==> src/rtl/vote_ctrl.sv <==
// Session controller for the three-voter majority datapath: collects one ballot
// per voter, then registers the majority result and tallies and holds them with done.
module vote_ctrl #(
  parameter int TIMEOUT = 16,
  parameter int HOLD    = 8
) (
  input  logic       i_clk,
  input  logic       i_reset,
  input  logic       i_start,
  input  logic [2:0] i_vote_valid,
  input  logic [2:0] i_vote_bit,
  output logic [2:0] o_vote_ready,
  output logic       o_busy,
  output logic       o_done,
  output logic       o_result,
  output logic [1:0] o_yes_cnt,
  output logic [1:0] o_no_cnt,
  output logic [2:0] o_missing,
  output logic [3:0] o_session_cnt,
  output logic [1:0] o_dbg_state
);

  typedef enum logic [1:0] {
    S_IDLE    = 2'd0,
    S_COLLECT = 2'd1,
    S_DECIDE  = 2'd2,
    S_HOLD    = 2'd3
  } state_t;

  localparam logic [7:0] TMO_LAST  = 8'(TIMEOUT - 1);
  localparam logic [7:0] HOLD_LAST = 8'(HOLD - 1);

  state_t     r_state;
  logic [2:0] r_cast;
  logic [2:0] r_ballot;
  logic [7:0] r_timer;
  logic       r_result;
  logic [1:0] r_yes_cnt;
  logic [1:0] r_no_cnt;
  logic [2:0] r_missing;
  logic [3:0] r_session_cnt;

  logic [2:0] w_take;
  logic [2:0] w_cast_next;
  logic [2:0] w_ballot_next;
  logic [2:0] w_yes;
  logic [2:0] w_no;
  logic [1:0] w_yes_cnt;
  logic [1:0] w_no_cnt;

  // Handshake: voter i transfers on an edge where vote_valid[i] and vote_ready[i]
  // are both high; ready depends only on registered state, never on valid.
  assign w_take        = i_vote_valid & ~r_cast;
  assign w_cast_next   = r_cast | w_take;
  assign w_ballot_next = (r_ballot & ~w_take) | (i_vote_bit & w_take);

  // A voter that never cast is neither yes nor no, so it counts against the motion.
  assign w_yes     = r_ballot & r_cast;
  assign w_no      = ~r_ballot & r_cast;
  assign w_yes_cnt = {1'b0, w_yes[0]} + {1'b0, w_yes[1]} + {1'b0, w_yes[2]};
  assign w_no_cnt  = {1'b0, w_no[0]} + {1'b0, w_no[1]} + {1'b0, w_no[2]};

  always_ff @(posedge i_clk) begin
    if (i_reset) begin
      r_state       <= S_IDLE;
      r_cast        <= 3'b000;
      r_ballot      <= 3'b000;
      r_timer       <= 8'd0;
      r_result      <= 1'b0;
      r_yes_cnt     <= 2'd0;
      r_no_cnt      <= 2'd0;
      r_missing     <= 3'b000;
      r_session_cnt <= 4'd0;
    end else begin
      case (r_state)
        S_IDLE: begin
          if (i_start) begin
            r_state   <= S_COLLECT;
            r_cast    <= 3'b000;
            r_ballot  <= 3'b000;
            r_timer   <= 8'd0;
            r_result  <= 1'b0;
            r_yes_cnt <= 2'd0;
            r_no_cnt  <= 2'd0;
            r_missing <= 3'b000;
          end
        end
        S_COLLECT: begin
          r_cast   <= w_cast_next;
          r_ballot <= w_ballot_next;
          r_timer  <= r_timer + 8'd1;
          if ((&w_cast_next) || (r_timer == TMO_LAST)) begin
            r_state <= S_DECIDE;
          end
        end
        S_DECIDE: begin
          r_result      <= (w_yes[0] & w_yes[1]) | (w_yes[1] & w_yes[2]) | (w_yes[0] & w_yes[2]);
          r_yes_cnt     <= w_yes_cnt;
          r_no_cnt      <= w_no_cnt;
          r_missing     <= ~r_cast;
          r_session_cnt <= r_session_cnt + 4'd1;
          r_timer       <= 8'd0;
          r_state       <= S_HOLD;
        end
        S_HOLD: begin
          if (r_timer == HOLD_LAST) begin
            r_timer <= 8'd0;
            r_state <= S_IDLE;
          end else begin
            r_timer <= r_timer + 8'd1;
          end
        end
        default: r_state <= S_IDLE;
      endcase
    end
  end

  assign o_vote_ready  = (r_state == S_COLLECT) ? ~r_cast : 3'b000;
  assign o_busy        = (r_state != S_IDLE);
  assign o_done        = (r_state == S_HOLD);
  assign o_result      = r_result;
  assign o_yes_cnt     = r_yes_cnt;
  assign o_no_cnt      = r_no_cnt;
  assign o_missing     = r_missing;
  assign o_session_cnt = r_session_cnt;
  assign o_dbg_state   = r_state;

endmodule

==> config.mk <==
export PLATFORM = sky130hd
export DESIGN_NAME = vote_ctrl
export DESIGN_NICKNAME = d
export VERILOG_FILES = /design/src/rtl/vote_ctrl.sv
export SDC_FILE = /design/constraint.sdc
export NUM_CORES = 1
export LEC_CHECK = 0
export CORE_UTILIZATION = 49
export CTS_CLUSTER_SIZE = 16
export DETAILED_ROUTE_END_ITERATION = 10
export GPL_TIMING_DRIVEN = 0
export PLACE_DENSITY_LB_ADDON = 0.1
export SLEW_MARGIN = 20
export SYNTH_ARGS = -nofsm -noshare
export SYNTH_HDL_FRONTEND = slang
export SYNTH_SLANG_ARGS = --single-unit
==> constraint.sdc <==
create_clock -name i_clk -period 4.1 [get_ports i_clk]
set_input_delay 0.82 -clock i_clk [delete_from_list [all_inputs] [get_ports i_clk]]
set_output_delay 0.82 -clock i_clk [all_outputs]
set_load 0.05 [all_outputs]
Word level (Yosys, flattened, before mapping)

Cells that the tools add are included.

Add/sub/neg operators: 6
Muxes and demuxes: 17
Reductions and logical operators: 9
Eq/ne operators: 8
Bitwise logic cells: 15

Operators with widths:

| operator            | count |
|---|---|
| $pmux 8 s4          | 1 |
| $pmux 3 s2          | 3 |
| $mux 8              | 2 |
| $and 3x3->3         | 5 |
| $not 3->3           | 3 |
| $add 8x1->8 const B | 1 |
| $eq 8x3->1 const B  | 1 |
| $eq 8x4->1 const B  | 1 |
| $mux 2              | 4 |
| $pmux 2 s2          | 2 |
| $pmux 2 s4          | 1 |
| $mux 3              | 2 |
| $or 3x3->3          | 2 |
| $reduce_and 3->1    | 2 |
| $reduce_bool 2->1   | 3 |
| $add 1x1->2         | 2 |
| $add 2x1->2         | 2 |
| $add 4x1->4 const B | 1 |
| $eq 2x2->1 const B  | 2 |
| $ne 2x2->1 const B  | 2 |
| $reduce_and 2->1    | 2 |
| $and 1x1->1         | 3 |
| $eq 2x1->1 const B  | 1 |
| $logic_not 2->1     | 1 |
| 5 further kinds     | 6 |

Input bits: 9
Flip-flop bits (word level): 28
Output and inout bits: 19
Word-level logic and storage cells: 64

Logic depth before layout (Yosys ltp)

Gate-level depths: netlist of run 1.

Depth after elaboration: 7
Depth in mapped cells: 7
Mapped depth without buffers: 6

Worst setup path before layout of run 1

OpenSTA, ideal clock, no wires.

Path type: register to output
From: reg r_state[0], in the netlist o_dbg_state[0]
To: out o_vote_ready[0]
Data arrival time: 1.912 ns
Buffers on the path: 1
Cell stages (with the launch flop): 4
Path slack: 1.368 ns
Data required time: 3.280 ns
Path through: dfxtp_1 > ha_1 > clkbuf_1 > nor2b_1

Word-level cells in the longest chain between the ends: 2

RTL lines:

| item                   | line | text |
|---|---|---|
| from (decl)            | 33   | `state_t r_state;` |
| from (signal assigned) | 65   | `r_state <= S_IDLE;` |
| from (signal assigned) | 78   | `r_state <= S_COLLECT;` |
| from (signal assigned) | 93   | `r_state <= S_DECIDE;` |
| $eq 2x1->1             | 118  | `assign o_vote_ready = (r_state == S_COLLECT) ? ~r_cast : 3'b000;` |
| $mux 3                 | 118  |  |
| to (decl)              | 12   | `output logic [2:0] o_vote_ready,` |

No other way between the ends.

Worst setup path in the final report of run 1

Ends and elaborated chain as after synthesis.

==> results of run 1 <==
-- cell usage in the layout (no fill, tap or decap), types with 2 or more instances in the layout --
master	count
inv_1	3
a211o_1	2
nor2_1	26
nand2b_1	5
clkbuf_1	5
a2bb2oi_1	12
clkbuf_4	3
nor3_1	4
a21oi_1	7
o21ai_0	3
nand2_1	14
mux2i_1	5
xnor2_1	5
dfxtp_1	27
fa_1	2
clkdlybuf4s50_1	27
nor2b_1	6
xor2_1	3
nor4_1	2
ha_1	6
nand3_1	4
-- report_power, final --
group	internal, uW	total, uW	switching, uW	leakage, uW
clock	38.2	118	79.7	0.0000150
sequential	293	329	36.4	0.000218
combinational	148	391	244	0.000391
-- worst max path at each step --
stage	endpoint	cells after the start
after CTS	o_vote_ready[0]	4
after detailed placement	o_vote_ready[0]	4
after global placement	o_vote_ready[2]	4
after global routing	o_vote_ready[0]	4
final	o_vote_ready[0]	4
after floorplan	o_vote_ready[0]	3
-- area by class of cell --
| cell class | instances | area [um^2] | area share (%) |
|---|---|---|---|
| tap | 31 | 38.8 | 2.24 |
| timing repair buffer | 27 | 270 | 15.6 |
| multi-input combinational | 121 | 815 | 47.0 |
| sequential | 27 | 541 | 31.2 |
| clock buffer | 4 | 26.3 | 1.52 |
| inverter | 4 | 16.3 | 0.939 |
| buffer | 6 | 26.3 | 1.52 |
-- layer usage --
metal,share of wire [%],routed length (um)
met5,0,0
met3,3.6,111
met1,44,1350
met4,1.2,36
met2,52,1600
-- state kept, by name, indices dropped and copies added, names as in the netlist --
register / cells
o_missing: 3
o_yes_cnt: 1
r_ballot: 3
o_dbg_state: 2
r_timer: 8
o_no_cnt: 2
o_result: 1
o_session_cnt: 4
r_cast: 3
-- metrics by stage --
stage / utilization, % / hold slack [ps]
after floorplan: - / 449
after global placement: 62.4 / 458
after detailed placement: 62.4 / 466
after CTS: 63.4 / 485
after global routing: 63.4 / 514
final: 63.4 / 480
-- synthesized netlist by cell type, drive strengths merged (2+ instances only) --
cell	count
mux2i	5
ha	6
nand2	14
buf	2
nand2b	5
a211o	2
nor3	4
o21ai	4
a2bb2oi	12
xor2	3
inv	3
fa	2
nor2	26
nor2b	7
nand3	4
clkbuf	4
nor4	2
xnor2	5
a21oi	8
dfxtp	27
-- worst max-delay path, delay by kind of cell (launching register included) --
| family | cells | cell delay (ps) |
|---|---|---|
| AND/OR/NAND/NOR | 1 | 190 |
| buffers and inverters | 2 | 1130 |
| flip-flops | 1 | 450 |
| adder cells (fa/ha/maj) | 1 | 200 |
-- kinds of logic after synthesis --
group	synth area share, %
compound gates	15.5
xor+xnor	5.01
fa+ha+maj	8.24
buf+inv	3.04
flops	38.7
mux	3.58
simple gates	26.0
==> metrics.txt, run 1 <==
post-route ant nets 0; pin count of the biggest net entering global routing 15; status finished clean; clock root buffer clkbuf_4; PwrDens 484 nW/um^2; # hold bufs at CTS 0; flop-to-flop setup slack 1990 ps; Synth area leader dfxtp_1; Max stage delay on crit path 820 ps; post-placement cell count 216; period utilisation layout 76.0%; row cnt 19; fin area 1730 um^2; met3 usage 5.15%; grt ovf 0; crit-path max FO 10; Final Skew 2.21 ps; met1 usage 24.8%; Clock transition at path regs 140 ps; count of cell types in the netlist 37; RSZ-0062 raised after global routing no; DR DRC count 0; CP cell instances ha_1 -> clkbuf_1 -> nor2b_1 -> clkdlybuf4s50_1; WHS Endpoint r_timer[1]; # diodes 0; required time worst endpoint 3280 ps; 1st-iter DRT viols 21; Worst Setup SP o_dbg_state[0]; starting density of the core 51.1%; Leak Pwr 0.000625 uW; Synth Area per Inst 8.85 um^2; Final WS setup 984 ps; sequential-to-total area share from yosys stat 38.7%; Final nets 207; Slew Viols, Final 0; Fin. Hold Viols 0; CTS resizes 0; antenna violations before repair 0; Layout Cells excl Fill 220; Startpoint Class register; Hold Path Origin r_timer[1]; worst hold path class register to register; setup TNS 0 ps; worst slew pin tran 618 ps; Die Span Y 55.4 um; critical path class register to output port; first-pass GRT wire length 5340 um; clk sinks 27; DIE AREA 3070 um^2; DP HPWL 2330 um; global route hottest layer met2; number of CTS-inserted buffers 3; Setup Buffers After CTS 0; Post-synth EDFFs 0; Mapped Cells 158; Synth area leaders dfxtp_1 39%, a2bb2oi_1 7.5%, nor2_1 7.0%; worst flop-to-flop path startpoint o_dbg_state[0]; YS warnings 0; Async SR Flop Fraction 0%; Placer Congestion 0.809; VDD IR max 0.381 mV; Mapped Area 1400 um^2; via count 1235; Net Count, Synth 175; slew margin rel. 57.6%; DR pass1 iterations 4; reg2reg end r_timer[7]; Cell Area, Placed 1710 um^2; depth of the worst register-to-register path 6; pre-CTS setup slack 1360 ps; vias in the first global route 1250; fraction of layout cells with a size suffix above 1 5.29%; io pins 28; H-tree depth 1; grt met2 use 39.1%; CP endpoint kind output port; Setup-failing EPs final 0; clock latency on the worst-skew pair 330 ps; DR WL/cell 14.1 um; TritonCTS clock tree done; Power Total 839 uW; hold path cells 2; Die W 55.4 um; CORE AREA 2730 um^2; CP arrival 2300 ps; GRT Total Usage 21.5%; Most used DFF post-synth dfxtp_1; CTS Buffer Depth 2; Seq cells post-synth 27; Synth-to-Final Area Change 24.0%; PortBufs 27; Max Cap Violations 0; via density per instance 5.61; Fill cells 251; Slowest cell on crit path clkdlybuf4s50_1; fmax 0.321 GHz; area fraction of the dominant cell type after synthesis 38.7%; min Tclk post-route 3120 ps; Post-Route WL 3100 um
(Power assumes the default switching activity.)
==> run 2, diff against run 1 <==
==> constraint.sdc (replaced) <==
create_clock -name i_clk -period 2.9 [get_ports i_clk]
set_input_delay 0.58 -clock i_clk [delete_from_list [all_inputs] [get_ports i_clk]]
set_output_delay 0.58 -clock i_clk [all_outputs]
set_load 0.05 [all_outputs]
==> run 2 against run 1 <==
Effect of this change: critical path depth unchanged; die area unchanged; register-to-register slack got worse by 1200 ps; first-iteration DRC count increased by 29%; via count unchanged; critical endpoint is now o_busy; clock power increased by 43%; utilization increased by 0.27 points; largest power group unchanged; combinational power increased by 41%; highest routed layer unchanged.
==> metrics.txt, run 2 (synthesized netlist as in run 1, its figures left out) <==
via density per instance 5.61 (unchanged); Max stage delay on crit path 790 ps (-30 ps); DR WL/cell 14.3 um (+1.5%); worst flop-to-flop path startpoint o_dbg_state[0]; grt ovf 0 (unchanged); commonest non-fill, non-tap cell in the layout dfxtp_1; Hold Path Origin r_timer[1]; post-placement cell count 216 (unchanged); critical path class register to output port; Biggest register r_timer; GRT Total Usage 21.5% (unchanged); post-route ant nets 0 (unchanged); Layout Cells excl Fill 220 (unchanged); sequential cell area 541 um^2 (unchanged); depth of the worst register-to-register path 7 (+1); first-pass GRT wire length 5340 um (unchanged); via count 1235 (unchanged); Clock transition at path regs 150 ps (about the same); period utilisation layout 90.3%; DR DRC count 0 (unchanged); WHS Endpoint r_timer[1]; Slew Viols, Final 0 (unchanged); Die Span Y 55.4 um (unchanged); pin count of the biggest net entering global routing 15 (unchanged); required time worst endpoint 2320 ps (-960 ps); WP buf/inv 3 (+1); Synth-to-Final Area Change 24.5%; flop-to-flop setup slack 770 ps (-1220 ps); Setup-failing EPs final 0 (unchanged); crit-path most repeated cell inv_1; clk sinks 27 (unchanged); clock root buffer clkbuf_4; crit-path max FO 6 (-4); TritonCTS clock tree done; CP arrival 2040 ps (-260 ps); area of the multi-input gates 815 um^2 (unchanged); Max Cap Violations 0 (unchanged); PwrDens 683 nW/um^2 (+41%); Post-Route WL 3150 um (+1.5%); min Tclk post-route 2620 ps; fraction of layout cells with a size suffix above 1 5.29% (unchanged); vias in the first global route 1250 (unchanged); CP endpoint kind output port; H-tree depth 1 (unchanged); status finished clean; slew margin rel. 57.9% (+0.26 points); DR pass1 iterations 4 (unchanged); Die W 55.4 um (unchanged); antenna violations before repair 0 (unchanged); Leak Pwr 0.000671 uW (+7.4%); reg2reg end r_ballot[1]; hold path cells 2 (unchanged); Largest register FFs 8 (unchanged); Startpoint Class register; PortBufs 27 (unchanged); 1st-iter DRT viols 27 (+29%); worst hold path class register to register; fmax 0.382 GHz; Final nets 207 (unchanged); Fin. Hold Viols 0 (unchanged); CTS Buffer Depth 2 (unchanged); commonest non-fill, non-tap cells in the layout 27 x dfxtp_1, 26 x nor2_1, 24 x clkdlybuf4s50_1, 14 x nand2_1, 12 x a2bb2oi_1; starting density of the core 51.1% (unchanged); CORE AREA 2730 um^2 (unchanged); Slowest cell on crit path clkdlybuf4s50_1; Fill cells 253 (+0.80%); io pins 28 (unchanged); clock latency on the worst-skew pair 330 ps (about the same); setup TNS 0 ps (unchanged); DIE AREA 3070 um^2 (unchanged); Final Util 63.7% (+0.27 points); CP cell instances inv_1 -> ha_1 -> inv_1 -> clkdlybuf4s50_1; DP HPWL 2330 um (unchanged); row cnt 19 (unchanged); # diodes 0 (unchanged); Final Skew 1.37 ps (-0.838 ps); # hold bufs at CTS 0 (unchanged); Placer Congestion 0.809 (unchanged); number of CTS-inserted buffers 3 (unchanged); RSZ-0062 raised after global routing no; worst slew pin tran 615 ps (-3.73 ps); VDD IR max 0.540 mV (+42%); Crit path max-delay family buffers and inverters
==> run 2: cell types whose count changed in the layout (fill, tap and decap cells not counted) <==
cell	previous run	this run
dlymetal6s2s_1	0	3
clkdlybuf4s50_1	27	24
==> run 2: worst min-delay path, delay by kind of cell (launching register included) <==
family	cells	cell delay (ps)
DFF	1	350
and+or+nand+nor	1	60
AOI/OAI and AO/OA	1	50
==> run 2: final cells by class <==
class | count | area share [%]
multi-input combinational | 121 | 46.8
sequential | 27 | 31.1
timing repair buffer | 27 | 16.0
tap | 31 | 2.23
clock buffer | 4 | 1.51
buffer | 6 | 1.51
inverter | 4 | 0.935
==> run 2: worst max-delay path by stage <==
stage / start / end / slack (ps) / depth (start not counted)
after floorplan: o_dbg_state[0] / o_vote_ready[0] / 410 / 3
after global placement: o_dbg_state[0] / o_vote_ready[2] / 440 / 4
after detailed placement: o_dbg_state[0] / o_vote_ready[0] / 400 / 4
after CTS: o_dbg_state[0] / o_vote_ready[0] / 10 / 4
after global routing: o_dbg_state[0] / o_busy / 210 / 4
final: o_dbg_state[0] / o_busy / 280 / 4
==> run 2: timing repair <==
action / in CTS / in global routing
hold endpoints to repair: 0 / 0
setup endpoints to repair: 0 / 3
resized for setup: 0 / 3
buffers inserted: 0 / 0
==> run 2: routing by layer <==
| layer | global-route usage, % | up-vias | wire (um) |
|---|---|---|---|
| met5 | 0 | - | 0 |
| met4 | 6.07 | 0 | 18 |
| met3 | 5.15 | 2 | 128 |
| met2 | 39.1 | 26 | 1620 |
| met1 | 24.8 | 596 | 1380 |
| li1 | - | 611 | - |
==> run 2: power by group <==
| group | total, uW | switching (uW) | internal (uW) |
|---|---|---|---|
| combinational | 553 | 346 | 208 |
| sequential | 466 | 51.9 | 414 |
| clock | 169 | 115 | 54.0 |
==> run 2: metrics by stage <==
step	cell area (um^2)	setup slack (ps)	hold WS (ps)	power, uW
5_1_grt	1740	208	514	1260
4_1_cts	1730	12.5	485	1190
3_3_place_gp	1710	444	458	1010
6_report	1740	280	480	1190
3_5_place_dp	1710	399	466	1030
2_1_floorplan	1400	408	449	862
